$ cat config.mk
export PLATFORM = sky130hd
export DESIGN_NAME = fft_twiddle_sequencer_flat
export DESIGN_NICKNAME = d
export VERILOG_FILES = /design/src/rtl/fft_twiddle_sequencer_if.sv /design/src/rtl/fft_twiddle_sequencer.sv /design/src/flat_wrapper.sv
export SDC_FILE = /design/constraint.sdc
export NUM_CORES = 1
export LEC_CHECK = 0
export ABC_AREA = 0
export BUFFER_PORTS_ARGS = -buffer_cell sky130_fd_sc_hd__buf_2
export CAP_MARGIN = 20
export CELL_PAD_IN_SITES_DETAIL_PLACEMENT = 1
export CELL_PAD_IN_SITES_GLOBAL_PLACEMENT = 1
export CORE_MARGIN = 10
export CORE_UTILIZATION = 40
export CTS_CLUSTER_SIZE = 14
export DETAILED_ROUTE_END_ITERATION = 10
export PLACE_DENSITY_LB_ADDON = 0.1
export SLEW_MARGIN = 20
export SYNTH_ARGS = -nofsm -noshare
export SYNTH_HDL_FRONTEND = slang
export SYNTH_SLANG_ARGS = --single-unit
$ cat constraint.sdc
create_clock -name clock -period 6.54 [get_ports clock]
set_clock_uncertainty 0.05 [all_clocks]
set_input_delay 0 -clock clock [delete_from_list [all_inputs] [get_ports clock]]
set_output_delay 0 -clock clock [all_outputs]
set_load 0.01 [all_outputs]
$ cat src/rtl/fft_twiddle_sequencer_if.sv
// Twiddle stream bundle between the sequencer (master) and the butterfly datapath (slave).
interface fft_twiddle_sequencer_if #(
    parameter int ADDR_W = 3,
    parameter int DATA_W = 8,
    parameter int IDX_W  = 4
);
    logic [DATA_W-1:0] tw_re;
    logic [DATA_W-1:0] tw_im;
    logic [IDX_W-1:0]  tw_idx;
    logic [ADDR_W-1:0] tw_stage;
    logic              tw_valid;
    logic              tw_ready;
    logic              tw_last;

    modport master (
        output tw_re, tw_im, tw_idx, tw_stage, tw_valid, tw_last,
        input  tw_ready
    );

    modport slave (
        input  tw_re, tw_im, tw_idx, tw_stage, tw_valid, tw_last,
        output tw_ready
    );
endinterface

$ cat src/rtl/fft_twiddle_sequencer.sv
// Walks the stage-indexed twiddle ROM and streams 16 twiddles per stage over valid/ready.
// Define TWIDDLE_PREFETCH_EN to overlap the next stage's ROM read with streaming (no stage gap).
module fft_twiddle_sequencer #(
    parameter int NUM_STAGES = 5,
    parameter int ADDR_W     = 3,
    parameter int PAIRS      = 16,
    parameter int DATA_W     = 8
) (
    input  logic                      clock,
    input  logic                      reset,
    input  logic                      start,
    output logic [ADDR_W-1:0]         rom_addr,
    input  logic [PAIRS*2*DATA_W-1:0] rom_data,
    fft_twiddle_sequencer_if.master   tw,
    output logic                      busy,
    output logic                      done
);
    localparam int PAIR_W = 2 * DATA_W;
    localparam int WORD_W = PAIRS * PAIR_W;
    localparam int IDX_W  = 4;
    localparam logic [IDX_W-1:0]  LAST_IDX   = IDX_W'(PAIRS - 1);
    localparam logic [ADDR_W-1:0] LAST_STAGE = ADDR_W'(NUM_STAGES - 1);

    typedef enum logic [2:0] {IDLE, FETCH, LOAD, STREAM, DONE} state_t;

    state_t            state;
    logic [WORD_W-1:0] word_buf;
    logic [IDX_W-1:0]  next_idx;
    logic [ADDR_W-1:0] next_stage;

`ifdef TWIDDLE_PREFETCH_EN
    logic [WORD_W-1:0] pf_buf;
    logic [1:0]        pf_cnt;
`endif

    assign next_idx   = tw.tw_idx + IDX_W'(1);
    assign next_stage = tw.tw_stage + ADDR_W'(1);

    // Pair 0 lives in the MSBs of the ROM word; real in the upper byte of each pair.
    function automatic logic [PAIR_W-1:0] pair_of(input logic [WORD_W-1:0] word,
                                                  input logic [IDX_W-1:0]  k);
        return word[WORD_W - 1 - PAIR_W * int'(k) -: PAIR_W];
    endfunction

    // tw_stage/tw_idx double as the walk counters; rom_addr is set on entry to FETCH
    // so the registered ROM has the word ready while in LOAD.
    always_ff @(posedge clock) begin
        if (reset) begin
            state       <= IDLE;
            word_buf    <= '0;
            rom_addr    <= '0;
            tw.tw_re    <= '0;
            tw.tw_im    <= '0;
            tw.tw_idx   <= '0;
            tw.tw_stage <= '0;
            tw.tw_valid <= 1'b0;
            tw.tw_last  <= 1'b0;
            busy        <= 1'b0;
            done        <= 1'b0;
`ifdef TWIDDLE_PREFETCH_EN
            pf_buf      <= '0;
            pf_cnt      <= '0;
`endif
        end else begin
            done <= 1'b0;
`ifdef TWIDDLE_PREFETCH_EN
            // Address goes out in the first stream cycle; data is captured at the end of the second.
            if (pf_cnt != 2'd0) pf_cnt <= pf_cnt - 2'd1;
            if (pf_cnt == 2'd1) pf_buf <= rom_data;
`endif
            case (state)
                IDLE: begin
                    if (start) begin
                        state       <= FETCH;
                        busy        <= 1'b1;
                        tw.tw_stage <= '0;
                        rom_addr    <= '0;
                    end
                end
                FETCH: begin
                    state <= LOAD;
                end
                LOAD: begin
                    word_buf                 <= rom_data;
                    tw.tw_idx                <= '0;
                    {tw.tw_re, tw.tw_im}     <= pair_of(rom_data, '0);
                    tw.tw_valid              <= 1'b1;
                    tw.tw_last               <= 1'b0;
                    state                    <= STREAM;
`ifdef TWIDDLE_PREFETCH_EN
                    if (tw.tw_stage != LAST_STAGE) begin
                        rom_addr <= next_stage;
                        pf_cnt   <= 2'd2;
                    end
`endif
                end
                STREAM: begin
                    if (tw.tw_ready) begin
                        if (tw.tw_idx != LAST_IDX) begin
                            tw.tw_idx            <= next_idx;
                            {tw.tw_re, tw.tw_im} <= pair_of(word_buf, next_idx);
                            tw.tw_last           <= (next_idx == LAST_IDX) &&
                                                    (tw.tw_stage == LAST_STAGE);
                        end else if (tw.tw_stage != LAST_STAGE) begin
                            tw.tw_stage <= next_stage;
                            tw.tw_last  <= 1'b0;
`ifdef TWIDDLE_PREFETCH_EN
                            word_buf             <= pf_buf;
                            tw.tw_idx            <= '0;
                            {tw.tw_re, tw.tw_im} <= pair_of(pf_buf, '0);
                            if (next_stage != LAST_STAGE) begin
                                rom_addr <= next_stage + ADDR_W'(1);
                                pf_cnt   <= 2'd2;
                            end
`else
                            tw.tw_valid <= 1'b0;
                            rom_addr    <= next_stage;
                            state       <= FETCH;
`endif
                        end else begin
                            tw.tw_valid <= 1'b0;
                            tw.tw_last  <= 1'b0;
                            busy        <= 1'b0;
                            done        <= 1'b1;
                            state       <= DONE;
                        end
                    end
                end
                DONE: begin
                    state <= IDLE;
                end
                default: begin
                    state <= IDLE;
                end
            endcase
        end
    end
endmodule

$ cat src/flat_wrapper.sv
// flat-port wrapper written by rule: the top's interface ports become plain ports
module fft_twiddle_sequencer_flat 
#(
    parameter int NUM_STAGES = 5,
    parameter int ADDR_W     = 3,
    parameter int PAIRS      = 16,
    parameter int DATA_W     = 8
)
  (clock, reset, start, rom_addr, rom_data, busy, done, tw_tw_re, tw_tw_im, tw_tw_idx, tw_tw_stage, tw_tw_valid, tw_tw_last, tw_tw_ready);
  fft_twiddle_sequencer_if #(.ADDR_W(ADDR_W), .DATA_W(DATA_W)) tw_i ();
  input  logic clock;
  input  logic reset;
  input  logic start;
  output logic [ADDR_W-1:0] rom_addr;
  input  logic [PAIRS*2*DATA_W-1:0] rom_data;
  output logic busy;
  output logic done;
  output wire logic [$bits(tw_i.tw_re)-1:0] tw_tw_re;
  output wire logic [$bits(tw_i.tw_im)-1:0] tw_tw_im;
  output wire logic [$bits(tw_i.tw_idx)-1:0] tw_tw_idx;
  output wire logic [$bits(tw_i.tw_stage)-1:0] tw_tw_stage;
  output wire logic [$bits(tw_i.tw_valid)-1:0] tw_tw_valid;
  output wire logic [$bits(tw_i.tw_last)-1:0] tw_tw_last;
  input wire logic [$bits(tw_i.tw_ready)-1:0] tw_tw_ready;
  assign tw_tw_re = tw_i.tw_re;
  assign tw_tw_im = tw_i.tw_im;
  assign tw_tw_idx = tw_i.tw_idx;
  assign tw_tw_stage = tw_i.tw_stage;
  assign tw_tw_valid = tw_i.tw_valid;
  assign tw_tw_last = tw_i.tw_last;
  assign tw_i.tw_ready = tw_tw_ready;
  fft_twiddle_sequencer #(.NUM_STAGES(NUM_STAGES), .ADDR_W(ADDR_W), .PAIRS(PAIRS), .DATA_W(DATA_W)) u_core (.clock(clock), .reset(reset), .start(start), .rom_addr(rom_addr), .rom_data(rom_data), .tw(tw_i), .busy(busy), .done(done));
endmodule
==> impl_metrics.toml <==
[yosys]
netlist.area_leader.share_pct = 45.4
ys_types = 58
ys.flop_type = "dfxtp_1"
synthCells = 1525
synth-async-reset-ratio_pct = 0
syn_nets = 1789
synth_commonest_cells = "519 x nand2_1, 294 x a21oi_1, 286 x dfxtp_1, 54 x clkbuf_1, 52 x buf_2"
synth-edff-count = 0
ys_seq_area_share_pct = 45.4
synth_top_cell_by_area = "dfxtp_1"
ys_seq_elements = 286
syn_area_per_cell_um2 = 8.26
yosysMostFrequentCell = "nand2_1"
synth_area_um2 = 12600
yosysWarnings = 0
synth_area_leaders = "dfxtp_1 45%, nand2_1 15%, a21oi_1 12%"

[worst_hold_path]
hold_path_class = "primary input to flop"

[cells_and_area]
multiInputGateArea_um2 = 6170
n_fill_cell = 3615
regArea_um2 = 5730
finalNetCount = 2323
final_area_um2 = 18400
syn_to_final_growth_pct = 46.1
layout-drive-gt1-share_pct = 19.3

[pwr]
switchingPower_w = 0.00126
p_int_w = 0.00338
vdd_ir_drop_max_uv = 185
p_clk_share_pct = 41.2
power.density_nw_per_um2 = 252
combPwrFrac_pct = 16.4
swShare_pct = 27.1
p_leak_nw = 7.71
seqPwrFrac_pct = 42.5

[floorplan]
die_h_um = 198
core_area_um2 = 30800
dieArea_um2 = 39000
num_io_pins = 290
std_cell_rows = 64
die_x_um = 198
start_util_pct = 40.9

[clock_tree]
clockRootBuffer = "clkbuf_16"
postCtsSetupBuffers = 0
ctsResizeCount = 0
ctsLongestPathBuffers = 3
cts_tree = "done"
clock_latency_ps = 560
cts_made_buffers = 30
htreeDepth = 1
cts.sinks = 286
path_clk_slew_ps = 60

[critical_path]
cp.required_ps = 6940
crit_path_start_kind = "flop"
critical_path_class = "flop to flop"
crit_fanout = 54
end_kind = "flop"
cp.arrival_ps = 4420

[global_route]
grt_max_degree = 180
grt_overflow = 0
grt_pass1_vias = 14300
antenna_found_initial = 8
grt_use_total_pct = 29.1
grt_pass1_wl_um = 88300

[routing]
drt-vias-per-instance = 5.45
dr.first_iter.drc_count = 997
dr.pass1.iters = 5
ant_nets = 0
post_drt_wl_per_cell_um = 23.6
via_count = 13500
drc = 0
totalWireLength_um = 58600

[place]
place_hpwl_um = 35300
gp_congestion = 0.925
port_buffers = 289
placed_area_um2 = 13900

[sta]
fin_setup_tns_ps = 0
timing.final.max_slew_violations = 0
rsz0062_at_grt = "false"
fin_crit_sh_pct = 61.5
setup_viol = 0
slew_headroom_pct = 27.1
hold_viol = 0
period_needed_ps = 4020
worst_pin_slew_ps = 1090
max_freq_ghz = 0.249

[flow_run]
max_cap_viol_count = 0

[run_status]
outcome = "finished, final reports clean"
## stage by stage
step	total power (W)	worst slack, ps	hold slack [ps]	utilization, %	std cells
floorplan	0.00232	3900	43.5	-	1525
finish	0.00464	2520	172	59.7	2484
global route	0.00481	2230	188	59.7	2484
detailed placement	0.00256	2470	198	45.2	2088
CTS	0.00460	2480	158	59.7	2477
global placement	0.00254	2520	193	45.2	2088
## path summary, 6_finish.rpt
check	start	to	slack [ps]	cells past startpoint
worst max-delay path	u_core.tw.tw_idx[0]$_SDFFE_PP0P_	u_core.tw.tw_im[4]$_SDFFE_PP0P_	2520	9
worst min register to register	u_core.word_buf[131]$_SDFFE_PP0N_	u_core.word_buf[131]$_SDFFE_PP0N_	410	2
worst max register to register	u_core.tw.tw_idx[0]$_SDFFE_PP0P_	u_core.tw.tw_im[4]$_SDFFE_PP0P_	2520	9
worst min-delay path	rom_data[108]	u_core.word_buf[108]$_SDFFE_PP0N_	170	4
## layer usage
| layer | track usage (%) | up-vias | wire (um) |
|---|---|---|---|
| li1 | - | 6242 | - |
| met1 | 36.5 | 6658 | 24400 |
| met4 | 11.8 | 0 | 2480 |
| met5 | 0 | - | 0 |
| met2 | 48.2 | 501 | 27900 |
| met3 | 5.37 | 129 | 3840 |
## cells by family after synthesis
| family | Yosys count | share of synthesized area [%] |
|---|---|---|
| simple gates | 666 | 21.6 |
| compound gates | 348 | 14.9 |
| flops | 286 | 45.4 |
| buf+inv | 137 | 5.84 |
| mux | 79 | 11.2 |
| xor+xnor | 5 | 0.616 |
| fa+ha+maj | 4 | 0.397 |
## cells in the final DEF, fill, tap and decap left out, types with 15 or more instances in the layout
cell and instances:
nand2_1 519, nand2b_1 15, nor2_1 42, buf_2 288
clkbuf_16 31, nand3_1 49, mux2i_1 31, dfxtp_1 285
dlygate4sd3_1 335, mux4_2 41, and3_1 16, o2111ai_1 15
a21oi_1 294, o21ai_0 18
## layout make-up
class | instances | area share, %
Multi-Input combinational cell | 1102 | 33.5
Clock inverter | 11 | 1.16
Tap cell | 396 | 2.69
Antenna cell | 7 | 0.0951
Timing Repair Buffer | 632 | 26.5
Inverter | 7 | 0.143
Clock buffer | 43 | 4.78
Sequential cell | 286 | 31.1
## state kept, by name (all words and copies together) (netlist names)
name,cells
u_core.tw.tw_stage,3
u_core.busy,1
u_core.tw.tw_re,8
u_core.done,1
u_core.tw.tw_im,8
u_core.tw.tw_last,1
u_core.state,3
u_core.tw.tw_valid,1
u_core.word_buf,256
u_core.tw.tw_idx,4
## critical path, cell delays in order, from the launching register on
cell	delay, ps
dfxtp_2	310
buf_4	520
inv_1	90
buf_4	300
ha_4	910
buf_4	560
mux4_1	620
o2111ai_1	210
and3_1	180
a21oi_1	60
## power by group through the flow
stage                     Combinational [W]  Sequential, W  Clock, W
final                              0.000759        0.00197   0.00191
after global routing               0.000824        0.00198   0.00201
after CTS                          0.000723        0.00196   0.00192
after detailed placement           0.000559        0.00200         0
after global placement             0.000544        0.00200         0
after floorplan                    0.000367        0.00195         0
## what timing repair did
action                                 in CTS  in global routing
endpoints found under the hold margin     284                  0
hold buffers                              335                  0
setup endpoints to repair                   0                  0
(Power assumes the default switching activity.)
